## src/rtl/xg_mem_arbiter.sv

```systemverilog
// ============================================================================
//  Module      : xg_mem_arbiter
//  Description : Shares one single-port unified memory between an instruction
//                fetch port and a data load/store port, one transaction at a
//                time. Conflicts go to data (fixed priority) by default, or
//                alternate between ports when XG_MEM_ARB_RR_EN is defined.
//  Revision    : 1.0 - initial release
// ============================================================================
`default_nettype none

module xg_mem_arbiter (
  input  logic        clk,
  input  logic        reset,
  // instruction fetch port
  input  logic        ireq,
  input  logic [31:0] iaddr,
  output logic        ivalid,
  output logic [31:0] irdata,
  // data port
  input  logic        dreq,
  input  logic        dwe,
  input  logic [3:0]  damp,
  input  logic [31:0] daddr,
  input  logic [31:0] dwdata,
  output logic        dvalid,
  output logic [31:0] drdata,
  // unified memory port
  output logic        mreq,
  output logic        mwe,
  output logic [3:0]  mamp,
  output logic [31:0] maddr,
  output logic [31:0] mwdata,
  input  logic [31:0] mrdata,
  input  logic        mready
);

  typedef enum logic [1:0] {
    IDLE  = 2'd0,
    IBUSY = 2'd1,
    DBUSY = 2'd2,
    DONE  = 2'd3
  } state_t;

  state_t state;
  state_t state_next;
  logic   owner_data;   // 1 when the transaction in flight belongs to data
  logic   pick_data;    // conflict resolution result, valid in IDLE
  logic   grant_i;
  logic   grant_d;
  logic   busy;

`ifdef XG_MEM_ARB_RR_EN
  // 1 = last grant went to data, 0 = fetch
  logic last_grant;

  // Remember which port won most recently so a conflict goes to the other one
  always_ff @(posedge clk or posedge reset) begin
    if (reset) begin
      last_grant <= 1'b0;
    end else if (grant_i || grant_d) begin
      last_grant <= grant_d;
    end
  end

  assign pick_data = dreq && (!ireq || !last_grant);
`else
  assign pick_data = dreq;
`endif

  assign busy   = (state == IBUSY) || (state == DBUSY);
  // Combinational from state so an asynchronous reset drops them at once
  assign mreq   = busy;
  assign ivalid = (state == DONE) && !owner_data;
  assign dvalid = (state == DONE) &&  owner_data;

  // State register
  always_ff @(posedge clk or posedge reset) begin
    if (reset) begin
      state <= IDLE;
    end else begin
      state <= state_next;
    end
  end

  // Next-state and grant decode; requests are level-sensitive so anything
  // raised outside IDLE simply waits here until the arbiter returns
  always_comb begin
    state_next = state;
    grant_i    = 1'b0;
    grant_d    = 1'b0;
    case (state)
      IDLE: begin
        if (pick_data) begin
          grant_d    = 1'b1;
          state_next = DBUSY;
        end else if (ireq) begin
          grant_i    = 1'b1;
          state_next = IBUSY;
        end
      end
      IBUSY:   if (mready) state_next = DONE;
      DBUSY:   if (mready) state_next = DONE;
      DONE:    state_next = IDLE;
      default: state_next = IDLE;
    endcase
  end

  // Request latches toward memory and read-data capture per owning port
  always_ff @(posedge clk or posedge reset) begin
    if (reset) begin
      owner_data <= 1'b0;
      maddr      <= 32'd0;
      mwe        <= 1'b0;
      mamp       <= 4'b0000;
      mwdata     <= 32'd0;
      irdata     <= 32'd0;
      drdata     <= 32'd0;
    end else begin
      if (grant_d) begin
        owner_data <= 1'b1;
        maddr      <= daddr;
        mwe        <= dwe;
        mamp       <= damp;
        mwdata     <= dwdata;
      end else if (grant_i) begin
        owner_data <= 1'b0;
        maddr      <= iaddr;
        mwe        <= 1'b0;
        mamp       <= 4'b1111;
        mwdata     <= 32'd0;
      end
      if (mready && (state == IBUSY)) irdata <= mrdata;
      // writes capture too; the returned word is don't-care for the requester
      if (mready && (state == DBUSY)) drdata <= mrdata;
    end
  end

endmodule

`default_nettype wire

```

## config.mk

```make
export PLATFORM = sky130hd
export DESIGN_NAME = xg_mem_arbiter
export DESIGN_NICKNAME = d
export VERILOG_FILES = /design/src/rtl/xg_mem_arbiter.sv
export SDC_FILE = /design/constraint.sdc
export NUM_CORES = 1
export LEC_CHECK = 0
export ABC_AREA = 1
export BUFFER_PORTS_ARGS = -buffer_cell sky130_fd_sc_hd__buf_2
export CAP_MARGIN = 20
export CORE_MARGIN = 3
export CORE_UTILIZATION = 45
export DETAILED_ROUTE_END_ITERATION = 8
export PLACE_DENSITY = 0.78
export SYNTH_ARGS = -nofsm -noshare
export SYNTH_HDL_FRONTEND = slang
export SYNTH_SLANG_ARGS = --single-unit
export TNS_END_PERCENT = 50
```

## constraint.sdc

```tcl
create_clock -name clk -period 6.1 [get_ports clk]
set_input_delay 1.22 -clock clk [delete_from_list [all_inputs] [get_ports clk]]
set_output_delay 1.22 -clock clk [all_outputs]
set_load 0.05 [all_outputs]
```

==> results of run 1 <==
[registers in the layout, summed over array words and instances (netlist names)]
| register | count |
|---|---|
| drdata | 32 |
| irdata | 32 |
| maddr | 32 |
| mamp | 4 |
| mwdata | 32 |
| mwe | 1 |
| owner_data | 1 |
| state | 2 |
[cells in the final DEF, fill, tap and decap left out]
cell type   synthesis  final
nand2_1           307    307
buf_2              13    273
nand2_2             1      1
inv_4               0      1
clkinv_2            0      7
clkbuf_16           0     17
clkbuf_8            0      2
nor2_8              1      1
clkinvlp_4          0      3
nand3_1            67     67
nor2_4              1      1
dfrtp_1           136    136
inv_1              40     39
nor2_1             13     13
inv_2               2      2
ha_2                0      1
o21ai_0            64     64
bufinv_16           0      1
clkinv_4            0      2
ha_1                5      4
buf_4               3      6
[kinds of logic after synthesis]
| kind of cell | count (synthesis) | synth area share, % |
|---|---|---|
| adder cells (fa/ha/maj) | 5 | 1.09 |
| AO/OA/AOI/OAI | 64 | 5.58 |
| AND/OR/NAND/NOR | 390 | 27.4 |
| buffers and inverters | 83 | 6.56 |
| flip-flops | 136 | 59.3 |
[worst max path at each step]
stage | start | end | slack [ns] | depth (start not counted)
finish | dreq | mwdata[27] | 3.07 | 7
global route | dreq | mwdata[27] | 2.89 | 7
CTS | dreq | mwdata[27] | 3.10 | 7
detailed placement | dreq | maddr[6] | 2.67 | 7
global placement | dreq | owner_data | 2.72 | 7
floorplan | reset | drdata[0] | 1.24 | 1
[layer usage]
layer  global-route usage, %  routed length, um
met5                       0                  0
met3                    6.17                889
met2                    35.1               7670
met1                    27.6               6530
met4                    7.75                262
[area by class of cell]
cell class | instances | area [um^2] | share of cell area, %
clock buffer | 19 | 453 | 5.88
clock inverter | 13 | 105 | 1.36
inverter | 42 | 160 | 2.08
multi-input combinational | 459 | 1960 | 25.4
sequential | 136 | 3400 | 44.2
tap | 168 | 210 | 2.73
timing repair buffer | 279 | 1410 | 18.3
[critical path, delay by kind of cell]
family	cells	cell delay, ns
buffers and inverters	3	1.18
and+or+nand+nor	4	0.83
[through the flow]
| step | utilization (%) | hold slack, ns | setup slack [ns] |
|---|---|---|---|
| 2_1_floorplan | - | 0.464 | 1.24 |
| 3_3_place_gp | 58.5 | 0.450 | 2.72 |
| 3_5_place_dp | 58.5 | 0.453 | 2.67 |
| 4_1_cts | 63.1 | 0.467 | 3.10 |
| 5_1_grt | 63.1 | 0.489 | 2.89 |
| 6_report | 63.1 | 0.462 | 3.07 |
[power breakdown]
| group | switching, W | internal, W | total, W |
|---|---|---|---|
| clock | 0.000371 | 0.000576 | 0.000947 |
| combinational | 0.00223 | 0.000579 | 0.00281 |
| sequential | 0.000217 | 0.00132 | 0.00153 |
| total | 0.00282 | 0.00247 | 0.00529 |
==> results.txt, run 1 <==
- Status: finished clean
- Category of the worst setup path launch point: primary input
* Area growth, synth to finish: 34.3%
- Summed negative setup slack over all endpoints: 0 ns
- Data on the critical path arrives at its endpoint at roughly 3.3 ns.
- Synthesis instantiated 15 different standard cells from the library.
- Pin count of the biggest net entering global routing: 73
- The H-tree was split into 4 levels.
- Final period utilization: 49.7%
- Top cells by instance count after synthesis: nand2_1, dfrtp_1, nand3_1
- Number of port buffers: 273
* Via-per-instance ratio: approximately 4.7
- Root Driver: clkbuf_16
- In this run the worst hold path is classified as flop to flop.
- Buffers inserted during clock tree synthesis total 17.
- The finished layout holds approximately 1,100 standard cells, fillers aside.
- Reg2reg path depth: 8
- The final hold violation count is 0.
- Worst Skew: roughly 0.0052 ns
* Async S/R FF share, synth: 100%
* # clock sinks: around 140
- Post-Route WL: ~15,000 um
- Leakage dissipation: ~4.6 nW
* Post-synth EDFFs: 0
* Number of gates given a new drive strength after cts: 0
* DP Area: just over 7000 um^2
- Counting flops and latches in the post-synthesis netlist gives 136.
- The worst hold path terminates at mwdata[30].
* Number of remaining DRC errors: 0
- DP HPWL: roughly 11,000 um
- Headroom to the max-slew limit came out at between 30 and 40%.
* Biggest cell delay along the critical path: between 0.5 and 0.6 ns
- Violation count after the first detailed-routing iteration: roughly 480
* Number of vias in the routed layout: approximately 5,300
* Cell count after placement: about 1,100
* Maximum clock frequency: around 330 MHz
- Of the synthesized area, sequential elements account for 59.3%.
- Buffers inserted by post-CTS timing repair: 0
- For this run the aggregate overflow at the end of global routing stands at 0.
- Minimum clock period: 3.03 ns
- Most common cell in the synthesized netlist: nand2_1
* Number of cells on the worst hold path: 2
* Most used DFF post-synth: dfrtp_1
- Max-cap violations in this run came to 0.
- The initial antenna violation count is 0.
- CTS tree: done
* Number of primary I/O pins: 274
- The largest individual stage delay along the critical path comes from the cell buf_4.
- In the final routed layout, each cell accounts on average for 13.8 um.
- Unrepaired setup endpoints after global routing: false
* Final setup fails: 0
* Required time of the critical path: about 6.4 ns
- Reg2Reg Capture Point: mwdata[27]
* Final instance area: between 7000 and 8000 um^2
- Summed over its instances, the top area cell type makes up roughly three fifths of the synthesized netlist area.
- Number of filler instances in the final layout: between 1,000 and 1,500
* Critical path start-end classification: primary input to flop
* Biggest area consumer among synthesized cells: dfrtp_1
* Hold-fix buffers, CTS: 0
- Via count of the first global-routing pass: between 4,000 and 5,000
* Critical path peak fanout: 69
- Final antenna-violating net count: 0
* Core box area: 12,200 um^2
- Core Rows: 40
- Die X-Extent: 119 um
- Synthesis produced a netlist whose cell count is 678.
- Number of warnings printed during yosys synthesis: 0
- Cells with a size suffix above 1 make up about a third of the layout.
- The die covers between 10,000 and 15,000 um^2.
- For this design the ratio of total power to cell area is between 600 and 700 nW/um^2.
* Die extent in y: approximately 120 um
- Total power after layout: 0.00529 W
* Post-Synthesis Mean Instance Area: 8.46 um^2
* Worst IR Drop VDD: 469 uV
* Post-synthesis net count: roughly 800
* All-Layer GR Usage: between 20% and 30%
- Global-route wire length before repair: 24,400 um
- Post-synth design cell area: approximately 5700 um^2
- For the worst-skew pair, the clock arrives at the later sink with an insertion delay of 0.41 ns.
- Hold path start: mwdata[30]
- The congestion estimate from routability-driven global placement came to between 0.8 and 0.9.
- Initial Util: between 40 and 50%
* Dominant cells by area after synthesis: dfrtp_1, nand2_1, nand3_1, o21ai_0, inv_1
* Number of detailed-routing iterations run before antenna repair: 5
* Pins Over Slew Limit: 0
* Slew at the pin closest to its max-slew limit: around 1.0 ns
- The final layout contains 1,078 nets.
* Endpoint class of the critical path: flop
- The repair_antennas step left the layout with diodes totalling 0.
- Clock-pin slew on the worst setup and hold paths: 0.06 ns
- Deepest clock path buffer count: 2
- Crit-path cells: buf_2, buf_4, nor2_4, nor2_8, inv_2, nand2_1, nand2_1
- Counting stages on the worst path, the most repeated cell is nand2_1.
* Reg2Reg Launch Point: state[0]
- Minimum setup slack among reg-to-reg paths: around 3.2 ns
Power figures use the tool's default switching activity.
==> run 2, diff against run 1 <==
--- a/config.mk
+++ b/config.mk
@@ -5,13 +5,13 @@
 export SDC_FILE = /design/constraint.sdc
 export NUM_CORES = 1
 export LEC_CHECK = 0
-export ABC_AREA = 1
+export ABC_AREA = 0
 export BUFFER_PORTS_ARGS = -buffer_cell sky130_fd_sc_hd__buf_2
 export CAP_MARGIN = 20
 export CORE_MARGIN = 3
 export CORE_UTILIZATION = 45
 export DETAILED_ROUTE_END_ITERATION = 8
-export PLACE_DENSITY = 0.78
+export PLACE_DENSITY = 0.79
 export SYNTH_ARGS = -nofsm -noshare
 export SYNTH_HDL_FRONTEND = slang
 export SYNTH_SLANG_ARGS = --single-unit
==> constraint.sdc (replaced) <==
create_clock -name clk -period 2.8 [get_ports clk]
set_input_delay 0.56 -clock clk [delete_from_list [all_inputs] [get_ports clk]]
set_output_delay 0.56 -clock clk [all_outputs]
set_load 0.05 [all_outputs]
==> run 2 against run 1 <==
Sequential share of layout area rose by 0.44 points. Die area fell by 2.4%. Largest cell class unchanged. Via count decreased by 19%. Final cell count decreased by 22%. Synthesized cell count fell by 38%. Final area shrank 0.99%. Synthesized area decreased by 2.5%.
==> results.txt, run 2 <==
- In the final layout, flip-flops and latches occupy around 3400 um^2.
* Status: finished clean
* Combined area of the multi-input logic cells: 1980 um^2
- The die covers approximately 14,000 um^2.
* Register area share after synthesis: between 60 and 70%
- Most common cell in the synthesized netlist: dfrtp_1
* CTS tree: done
- Measured against its own limit, the worst slew margin works out to approximately 52%.
- Hold-fix buffers, CTS: 0
- Summed over all nets, wire length on met3 after detailed routing comes to roughly 960 um.
* Category of the worst setup path launch point: flop
- Number of vias in the routed layout: 4,262
- Number of warnings printed during yosys synthesis: 0
- Share of post-route cells with drive strength above 1: 54.6%
* Worst hold path class: primary input to asynchronous set/reset pin
* # clock sinks: roughly 140
* Core box area: around 12,000 um^2
- Gates resized during post-CTS repair numbered 0.
- In the final timing run, aggregate negative setup slack is 0 ns.
- Post-Route WL: 14,200 um
- Initial Util: 46.4%
- Post-Synthesis Mean Instance Area: 13.4 um^2
- Clock latency on the worst-skew pair, taken at its later pin, is about 0.4 ns.
- Buffers inserted during clock tree synthesis total 17.
- Number of filler instances in the final layout: around 940
- Once detail routing completed, the nets flagged for antenna violations numbered 0.
- Highest signal layer in the routed design: met4
* Pins Over Slew Limit: 0
- For this run, the leading register cell type out of synthesis is dfrtp_1.
* Count of non-filler cells in the finished layout: ~870
- Max-cap check violation count: 0
* Count of mapped cells out of synthesis: about 420
* Dominant cells by area after synthesis: dfrtp_1, mux2_2, a22o_1, nand2_1, nand3b_1
- Clock tree synthesis selected as its root buffer the cell clkbuf_16.
* Util after Layout: a little over three fifths
- Number of detailed-routing iterations run before antenna repair: 4
* Wirelength per Cell: approximately 16 um
- Final-report hold violation count: 0
- Post-synth EDFFs: 0
- The synthesized design spends more area on one cell type than any other, namely dfrtp_1.
- The worst register-to-register path has a setup slack of 0.83 ns.
- Clock-pin slew was measured on the worst setup and hold paths at about 0.060 ns.
- The initial antenna violation count is 0.
- In this run the worst path has a maximum fanout of 4.
* Minimum clock period: slightly above 2 ns
- Worst Skew: 0.00570 ns
- Setup repair after global routing left no endpoint under its margin.
- For this run, design rule violations remaining after detail routing come to 0.
- Compared with the post-synthesis result, the final layout area differs by 36.3%.
* Detailed-route wire length on metal 1: between 5000 and 6000 um
* Core Rows: 40
* Async S/R FF share, synth: 100%
* Number of port buffers: approximately 270
- Yosys cell types: 20
- Timing would allow up to about 490 MHz.
* Via-per-instance ratio: 4.91
- In this run the horizontal extent of the chip is between 100 and 150 um.
- Pin placement for this block handled 274 I/O pins.
- All-Layer GR Usage: between 20% and 30%
- Global-route wire length before repair: roughly 23,000 um
* Post-synthesis register bit count: approximately 140
- Violation count after the first detailed-routing iteration: ~360
- The via count of the first global-routing pass is roughly 4,500.
- Once placement completed, the tool counted placed cells totaling 836.
- After synthesis, the most frequently instantiated cells are dfrtp_1, a22o_1, mux2_2, nand2_1, nand3b_1.
- Of the post-synthesis cell area, the dominant cell type holds roughly three fifths.
- At the worst endpoint, the required time is about 2.2 ns.
* Post-synthesis net count: between 500 and 600
- Post-layout nets: 830
- At the end of routability-driven placement, the weighted congestion stood at 0.799.
- Buffers added to address setup during post-CTS repair amount to 0.
- Die extent in y: around 120 um
- Leaving out fill and tap cells, the most frequent cell in the layout is buf_2.
* Post-synth design cell area: ~5600 um^2
- The clock passes through at most 2 buffers.
* Critical path start-end classification: flop to primary output
* Most frequent cells in the layout: buf_2, dfrtp_1, a22o_1
- STA classifies the critical path endpoint as a primary output.
- Diodes inserted: 0
* Slew at the pin closest to its max-slew limit: between 0.7 and 0.8 ns
- The final critical path takes up 73.2% of the cycle.
- Global route overflow: 0
* Arrival time of data at the critical path endpoint: between 1 and 1.5 ns
- The wire-length estimate of the detail-placed layout is 10,400 um.
- Setup violations remaining at the end of the flow were counted as 0.
- The H-tree was split into 4 levels.
- Wire segments on met2 add up to 7080 um in the final route.
- Entering global routing, the biggest net connects 68 pins.
[run 2: logic make-up after synthesis]
logic type | after synthesis | share of synthesized area (%)
AO/OA/AOI/OAI | 75 | 11.7
AND/OR/NAND/NOR | 100 | 8.97
multiplexers | 67 | 13.4
adder cells (fa/ha/maj) | 5 | 1.12
flip-flops | 136 | 60.8
buffers and inverters | 34 | 3.98
[run 2: cell type report]
type	count	share of cell area [%]
Clock buffer	18	5.76
Inverter	3	0.197
Timing Repair Buffer	282	19.1
Sequential cell	136	44.6
Multi-Input combinational cell	247	25.9
Clock inverter	14	1.62
Tap cell	168	2.76
[run 2: per-layer routing]
| layer | vias up | track usage, % |
|---|---|---|
| met4 | 0 | 6.15 |
| met5 | - | 0 |
| li1 | 2039 | - |
| met1 | 2018 | 25.6 |
| met3 | 20 | 5.48 |
| met2 | 185 | 36.7 |
[run 2: worst max-delay path, cell delays in order (launching register included)]
cell and delay (ns):
dfrtp_1 0.37, inv_1 0.10, ha_1 0.33, buf_2 0.29
[run 2: worst paths after layout]
path,from,to,depth (start not counted)
worst max register to register,state[0],mwdata[7],6
min in group clk,dwdata[27],mwdata[27],2
worst max-delay path,state[0],mreq,3
worst min register to register,maddr[18],maddr[18],1
worst min-delay path,reset,irdata[12],2
max in group asynchronous,reset,maddr[18],3
[run 2: metrics by stage]
step	hold WS (ns)	setup slack (ns)	instance area, um^2
finish	0.275	0.751	7630
global route	0.303	0.644	7630
CTS	0.278	0.725	7630
detailed placement	0.487	0.743	7060
global placement	0.482	0.802	7060
floorplan	0.460	0.547	5600
Power of run 2 is not shown: default switching activity piles up to over one toggle a cycle in this logic, so the estimate is an artifact.
